===== src/rtl/uart_tx_arbiter.sv =====
`default_nettype none
// ============================================================================
//  Module      : uart_tx_arbiter
//  Description : Shares one byte-level UART transmitter among N_REQ = 2**ID_W
//                byte-stream requesters. Round-robin arbitration is done at
//                packet granularity. A grant is held until the owner marks a
//                byte as last, or until MAX_BURST bytes have been sent.
//  Revision    : 1.0 - initial release
// ----------------------------------------------------------------------------
//  Ports
//    clk           in   system clock, all logic on rising edge
//    reset         in   asynchronous active-high reset
//    req           in   [N_REQ]       per-requester byte valid
//    req_last      in   [N_REQ]       per-requester: current byte ends packet
//    req_data      in   [N_REQ*DBIT]  requester i at [i*DBIT +: DBIT]
//    ack           out  [N_REQ]       one-cycle pulse: byte of requester i taken
//    tx_start      out  one-cycle pulse: transmitter loads tx_din and sends
//    tx_din        out  [DBIT]        byte to transmitter, held until next start
//    tx_done_tick  in   one-cycle pulse: frame including stop bit finished
//    grant_valid   out  a requester currently owns the transmitter
//    grant_id      out  [ID_W]        owner index, valid with grant_valid
//    busy          out  arbiter not idle
// ============================================================================
module uart_tx_arbiter #(
    parameter int ID_W      = 2,
    parameter int DBIT      = 8,
    parameter int MAX_BURST = 8
) (
    input  logic                     clk,
    input  logic                     reset,
    input  logic [2**ID_W-1:0]       req,
    input  logic [2**ID_W-1:0]       req_last,
    input  logic [2**ID_W*DBIT-1:0]  req_data,
    output logic [2**ID_W-1:0]       ack,
    output logic                     tx_start,
    output logic [DBIT-1:0]          tx_din,
    input  logic                     tx_done_tick,
    output logic                     grant_valid,
    output logic [ID_W-1:0]          grant_id,
    output logic                     busy
);

    localparam int N_REQ = 2**ID_W;

    localparam logic [N_REQ-1:0] c_one_hot0   = {{(N_REQ-1){1'b0}}, 1'b1};
    localparam logic [7:0]       c_max_burst  = 8'(MAX_BURST);

    typedef enum logic [1:0] {
        ST_IDLE = 2'd0,
        ST_LOAD = 2'd1,
        ST_WAIT = 2'd2
    } state_t;

    state_t          r_state;
    logic [ID_W-1:0] r_rr_ptr;      // most recently released requester
    logic [7:0]      r_burst_cnt;   // bytes sent in the current grant
    logic            r_last_flag;   // byte in flight closes the packet

    logic [ID_W-1:0] w_pick_id;
    logic            w_pick_found;
    logic [ID_W-1:0] w_cand;

    // Round-robin search starting just after r_rr_ptr. Scanning offsets from
    // the farthest to the nearest lets the nearest set bit win. Offset N_REQ
    // truncates to r_rr_ptr itself, i.e. the last releaser has lowest priority.
    always_comb begin
        w_pick_id    = '0;
        w_pick_found = 1'b0;
        w_cand       = '0;
        for (int i = N_REQ; i >= 1; i--) begin
            w_cand = r_rr_ptr + ID_W'(i);
            if (req[w_cand]) begin
                w_pick_id    = w_cand;
                w_pick_found = 1'b1;
            end
        end
    end

    always_ff @(posedge clk or posedge reset) begin
        if (reset) begin
            r_state     <= ST_IDLE;
            r_rr_ptr    <= ID_W'(N_REQ - 1);
            r_burst_cnt <= '0;
            r_last_flag <= 1'b0;
            ack         <= '0;
            tx_start    <= 1'b0;
            tx_din      <= '0;
            grant_valid <= 1'b0;
            grant_id    <= '0;
            busy        <= 1'b0;
        end else begin
            // Pulses default low; they can only rise in LOAD, which never
            // repeats on consecutive cycles.
            ack      <= '0;
            tx_start <= 1'b0;

            case (r_state)
                ST_IDLE: begin
                    if (w_pick_found) begin
                        grant_id    <= w_pick_id;
                        grant_valid <= 1'b1;
                        busy        <= 1'b1;
                        r_state     <= ST_LOAD;
                    end
                end

                ST_LOAD: begin
                    if (req[grant_id]) begin
                        tx_din      <= req_data[grant_id*DBIT +: DBIT];
                        tx_start    <= 1'b1;
                        ack         <= c_one_hot0 << grant_id;
                        r_last_flag <= req_last[grant_id];
                        r_burst_cnt <= r_burst_cnt + 8'd1;
                        r_state     <= ST_WAIT;
                    end else begin
                        // Owner withdrew its request: give the line back.
                        r_rr_ptr    <= grant_id;
                        r_burst_cnt <= '0;
                        grant_valid <= 1'b0;
                        busy        <= 1'b0;
                        r_state     <= ST_IDLE;
                    end
                end

                ST_WAIT: begin
                    if (tx_done_tick) begin
                        if (r_last_flag || (r_burst_cnt == c_max_burst)) begin
                            r_rr_ptr    <= grant_id;
                            r_burst_cnt <= '0;
                            grant_valid <= 1'b0;
                            busy        <= 1'b0;
                            r_state     <= ST_IDLE;
                        end else begin
                            r_state     <= ST_LOAD;
                        end
                    end
                end

                default: begin
                    r_state     <= ST_IDLE;
                    grant_valid <= 1'b0;
                    busy        <= 1'b0;
                end
            endcase
        end
    end

endmodule
`default_nettype wire


===== config.mk =====
export PLATFORM = sky130hd
export DESIGN_NAME = uart_tx_arbiter
export DESIGN_NICKNAME = d
export VERILOG_FILES = /design/src/rtl/uart_tx_arbiter.sv
export SDC_FILE = /design/constraint.sdc
export NUM_CORES = 1
export LEC_CHECK = 0
export CAP_MARGIN = 20
export CORE_UTILIZATION = 30
export DETAILED_ROUTE_END_ITERATION = 8
export HOLD_SLACK_MARGIN = 0.12
export PLACE_DENSITY = 0.53
export SLEW_MARGIN = 20
export SYNTH_ARGS = -nofsm -noshare
export SYNTH_HDL_FRONTEND = slang
export SYNTH_SLANG_ARGS = --single-unit

===== constraint.sdc =====
create_clock -name clk -period 2 [get_ports clk]
set_input_delay 0.5 -clock clk [delete_from_list [all_inputs] [get_ports clk]]
set_output_delay 0.5 -clock clk [all_outputs]
set_load 0.05 [all_outputs]

# ---- After elaboration in Yosys (flattened, before gate mapping)
# Index checks and enable logic that the tools add are counted.
dict set report word_totals {
  regBits 29
  input_bits 43
  output_inout_bits 17
}
dict set report classes {
  add_sub_neg 4
  order_cmp 5
  eq_ne 7
  shifts 2
  muxes 42
  reduce_logical 9
}
# operator count
set ops {}
lappend ops {{32-bit by 6-bit variable part select with 8-bit output} 1}
lappend ops {{8-bit two-way mux} 3}
lappend ops {{2-bit two-way mux} 10}
lappend ops {{1-bit two-way mux} 17}
lappend ops {{8-bit case mux with 2 select lines} 1}
lappend ops {{2-bit by 3-bit < comparator with 1-bit output, second input constant} 5}
lappend ops {{1-bit binary-select mux with 2-bit select} 6}
lappend ops {{8-bit by 1-bit adder with 8-bit output, second input constant} 1}
lappend ops {{8-bit by 4-bit equality test with 1-bit output, second input constant} 1}
lappend ops {{4-bit two-way mux} 2}
lappend ops {{2-bit != test, second input constant} 4}
lappend ops {{4-bit AND reduction} 2}
lappend ops {{2-bit case mux with 3 select lines} 1}
lappend ops {{2-bit AND reduction} 3}
lappend ops {{2-bit adder, second input constant} 2}
lappend ops {{2-bit case mux with 2 select lines} 1}
lappend ops {{1-bit by 2-bit << shifter with 4-bit output, first input constant} 1}
lappend ops {{1-bit case mux with 3 select lines} 1}
lappend ops {{3-bit AND reduction} 1}
lappend ops {{2-bit by 1-bit adder with 2-bit output, second input constant} 1}
lappend ops {{2-bit by 1-bit equality test with 1-bit output, second input constant} 1}
lappend ops {{2-bit equality test, second input constant} 1}
lappend ops {{2-bit logical NOT} 1}
lappend ops {{2-bit nonzero test} 1}
lappend ops {{1-bit logical OR} 1}

# ---- Longest topological paths before layout
dict set report depth {
  word_depth 8
  mapped_depth 7
}

# ---- Worst setup path after synthesis
# No wires, ideal clock.
dict set report synth_timing {
  path_type {reg2reg}
  start {register grant_id[0]}
  end {register r_rr_ptr[0]}
  setup_ps 82
  arrival_ps 1882
  slack_ps 36
  stages_incl_launch_ff 6
  n_path_buf 1
  cell_sequence {dfrtp_1 buf_6 mux4_2 nand2_4 o311ai_4 mux2_4}
}
dict set report synth_via {
  elab_chain_cells 4
  word_cells_on_any_way 8
}
# item line_no
set synth_rtl {}
lappend synth_rtl {{start: declaration} 39} ;# output logic [ID_W-1:0] grant_id,
lappend synth_rtl {{start signal: assignment} 100} ;# grant_id <= w_pick_id;
lappend synth_rtl {{1-bit binary-select mux with 2-bit select} 108} ;# if (req[grant_id]) begin
lappend synth_rtl {{1-bit two-way mux (implied by the code)} 108}
lappend synth_rtl {{2-bit != test (no source line)} n/a}
lappend synth_rtl {{4-bit AND reduction (no source line)} n/a}
lappend synth_rtl {{end signal: assignment} 82} ;# r_rr_ptr <= ID_W'(N_REQ - 1);
lappend synth_rtl {{end signal: assignment} 117} ;# r_rr_ptr <= grant_id;
lappend synth_rtl {{end signal: assignment} 128} ;# r_rr_ptr <= grant_id;
lappend synth_rtl {{end: declaration} 55} ;# logic [ID_W-1:0] r_rr_ptr;
# Parallel ways exist; a longest one is shown, timed or not. The select of a mux whose other input is x is not followed.
# A chain may end at the register's enable or synchronous reset.

# ---- Worst setup path after layout
dict set report layout_timing {
  start {register tx_din[6]}
  end {output port tx_din[6]}
}
# item line_no
set layout_lines {}
lappend layout_lines {{start: declaration} 36} ;# output logic [DBIT-1:0] tx_din,
lappend layout_lines {{start signal: assignment} 109} ;# tx_din <= req_data[grant_id*DBIT +: DBIT];
# No word-level cell between the ends.

==> metrics.yaml <==
sta:
  clock_skew_ps: 6.63
  relSlewSlack_pct: 66.2
  min_period_over_period_pct: 95.3
  rsz0062_at_grt: "no"
  fin_ws_ps: 93.3
  worst_pin_slew_ps: 506
  fmax_ghz: 0.524
  fin_crit_ps: 1910
  slew_violations: 0
  setup_violations: 0
  hold_viol_final: 0
finish:
  fin_util_pct: 46.8
  final_cell_area_um2: 2450
  fillCellCount: 480
  area_growth_pct: 47.2
  finalNetCount: 267
  antennaDiodeCount: 0
  drive_gt1_share_pct: 21.5
pwr:
  pwr-share-comb_pct: 58.4
  p_leak_nw: 1.08
  seqPwrFrac_pct: 29.0
  p_clk_share_pct: 12.6
  power_w: 0.00356
  vdd_drop_max_mv: 0.884
  p_int_w: 0.00196
  switching_share_pct: 44.8
  p_switching_w: 0.00159
  power_density_nw_per_um2: 1450
die:
  pin_count: 60
  die_h_um: 76.5
  fp.dieW_um: 76.5
  fp.coreArea_um2: 5240
  std_cell_rows: 26
  initial_core_util_pct: 31.8
  dieArea_um2: 5850
clock_tree:
  cts_buffer_depth: 2
  cts_root_buf: "clkbuf_8"
  cts_hold_buf: 0
  postCtsResizedCells: 0
  htree_num_levels: 2
  path_clk_slew_ps: 60
  clkLatencyLatePin_ps: 270
  cts_made_buffers: 5
  cts_tree: "yes"
  cts_sinks: 29
  post_cts_buffers: 0
outcome:
  outcome: "finished clean"
drt:
  drt_iter0_drc: 46
  wire_per_inst_um: 14.8
  antenna_left: 0
  drc: 0
  vias_per_cell: 4.83
  detail_route.wirelength_mm: 4.34
  vias: 1416
  firstDrtPassIters: 4
yosys:
  synth_most_common_cell: "nand2_1"
  syn_nets: 196
  synth_top_flop_cell: "dfrtp_1"
  yosysTopAreaCell: "dfrtp_1"
  synth-seq-area-share_pct: 43.7
  synth_common_cells: "35 x nand2_1, 27 x dfrtp_1, 7 x a21oi_1"
  synthAdderAreaFrac_pct: 1.50
  synth_top_area_share_pct: 40.6
  muxShareOfSynthArea_pct: 17.1
  synthTopCellsByArea: "dfrtp_1 41%, mux4_1 7.9%, nand2_1 7.9%"
  synth_cell_types: 44
  synthXorXnorAreaFrac_pct: 1.05
  synth_edf_count: 0
  synth_seq_cells: 29
  yosys.area_share.simple_pct: 16.9
  synth_compound_area_share_pct: 14.0
  syn_inst: 151
  synth_top_family_by_area: "multiplexers"
  synthArstFlopShare_pct: 100
  post_synth.cell_area_avg_um2: 11.0
  netlist_area_um2: 1670
  ys_warn_count: 0
place:
  dpl-instance-area_um2: 2370
  dp.final_hpwl_mm: 3.43
  dp_slack_ps: -133
  port_buffers: 59
  globalplace.congestion: 0.843
setup_path:
  crit_path_cell_trace: "clkdlybuf4s50_1"
  critPathArrivalTime_ps: 1410
  critPathRequiredTime_ps: 1500
  critPathMaxFanout: 2
  path_delay_family: "buffers and inverters"
  worstSetupStartpointType: "flip-flop"
  worstSetupPathType: "reg -> out"
  max_stage_delay_ps: 800
  setup.worst_path.end_class: "output port"
  cp_slowest_cell: "clkdlybuf4s50_1"
  crit_buf_inv: 1
min_path:
  hold_class: "reg -> reg"
global_route:
  overflow: 0
  grtUsageTotal_pct: 16.2
  grt_max_degree: 30
  antenna_found_initial: 0
  grt_pass1_vias: 1453
  grt_pass1_wl_mm: 7.28
job:
  maxCapViolCount: 0
==> worst register-to-register path: stages, from the launching register on <==
cell     delay (ps)
dfrtp_1         400
or3_2           490
nor2_1          230
o31a_1          340
o21ai_0         140
==> cell type report <==
class / count / area, um^2 / area share (%)
multi-input cells: 107 / 843 / 34.4
flip-flops and latches: 29 / 728 / 29.7
repair buffers: 72 / 686 / 28.0
well taps: 70 / 87.6 / 3.57
clock buffers: 8 / 80.1 / 3.27
inverters: 7 / 26.3 / 1.07
==> registers in the layout (all words and copies together) (netlist names) <==
signal and count:
ack 4, busy 1, grant_id 2, r_burst_cnt 8, r_last_flag 1, r_rr_ptr 2, r_state 2, tx_din 8
tx_start 1
==> power groups by stage <==
stage | combinational (W) | sequential, W | clock (W)
2_1_floorplan | 0.00107 | 0.00142 | 0
3_3_place_gp | 0.00207 | 0.00103 | 0
3_5_place_dp | 0.00209 | 0.00104 | 0
4_1_cts | 0.00209 | 0.00103 | 0.000468
5_1_grt | 0.00224 | 0.00107 | 0.000503
6_report | 0.00208 | 0.00103 | 0.000449
==> layer usage <==
| layer | vias to the layer above | track usage [%] | share of wire [%] |
|---|---|---|---|
| met5 | - | 0 | 0 |
| met4 | 0 | 8.65 | 3.0 |
| met3 | 11 | 3.95 | 4.6 |
| met2 | 47 | 27.5 | 49 |
| met1 | 669 | 18.7 | 43 |
| li1 | 689 | - | - |
==> cells by family (layout without fill, tap and decap cells) <==
kind of cell | after synthesis | after routing
simple gates | 59 | 59
compound gates | 31 | 31
flops | 29 | 29
buf+inv | 15 | 87
mux | 13 | 13
fa+ha+maj | 2 | 2
xor+xnor | 2 | 2
==> cells in the final DEF (no fill, tap or decap), drive strengths merged, types with 2 or more instances in the layout <==
cell type,n
mux2,3
mux4,10
xnor2,2
nand2,36
dfrtp,27
ha,2
a31oi,6
o21ai,4
a21oi,7
or2,2
o22a,3
nand3,2
nand2b,2
dfstp,2
a41oi,2
clkdlybuf4s50,48
clkbuf,8
a211oi,2
inv,7
buf,24
nor2,6
nor3,2
==> path summary, 6_finish.rpt <==
check,start,to,slack (ps),cells past startpoint
max,tx_din[6]$_DFFE_PP0P_,tx_din[6],90,1
min,tx_din[5]$_DFFE_PP0P_,tx_din[5]$_DFFE_PP0P_,470,2
min reg2reg,tx_din[5]$_DFFE_PP0P_,tx_din[5]$_DFFE_PP0P_,470,2
min in group asynchronous,reset,r_burst_cnt[7]$_DFFE_PP0P_,600,3
max in group asynchronous,reset,r_rr_ptr[0]$_DFFE_PP1P_,1080,3
max reg2reg,r_burst_cnt[7]$_DFFE_PP0P_,r_burst_cnt[1]$_DFFE_PP0P_,270,4
==> through the flow <==
step,instances,hold slack (ps),setup TNS (ps)
global placement,285,461,-912
floorplan,151,468,0
CTS,293,479,0
finish,293,473,0
global route,293,495,0
detailed placement,285,465,-1590
No activity file was read; power rests on OpenSTA's default activity.
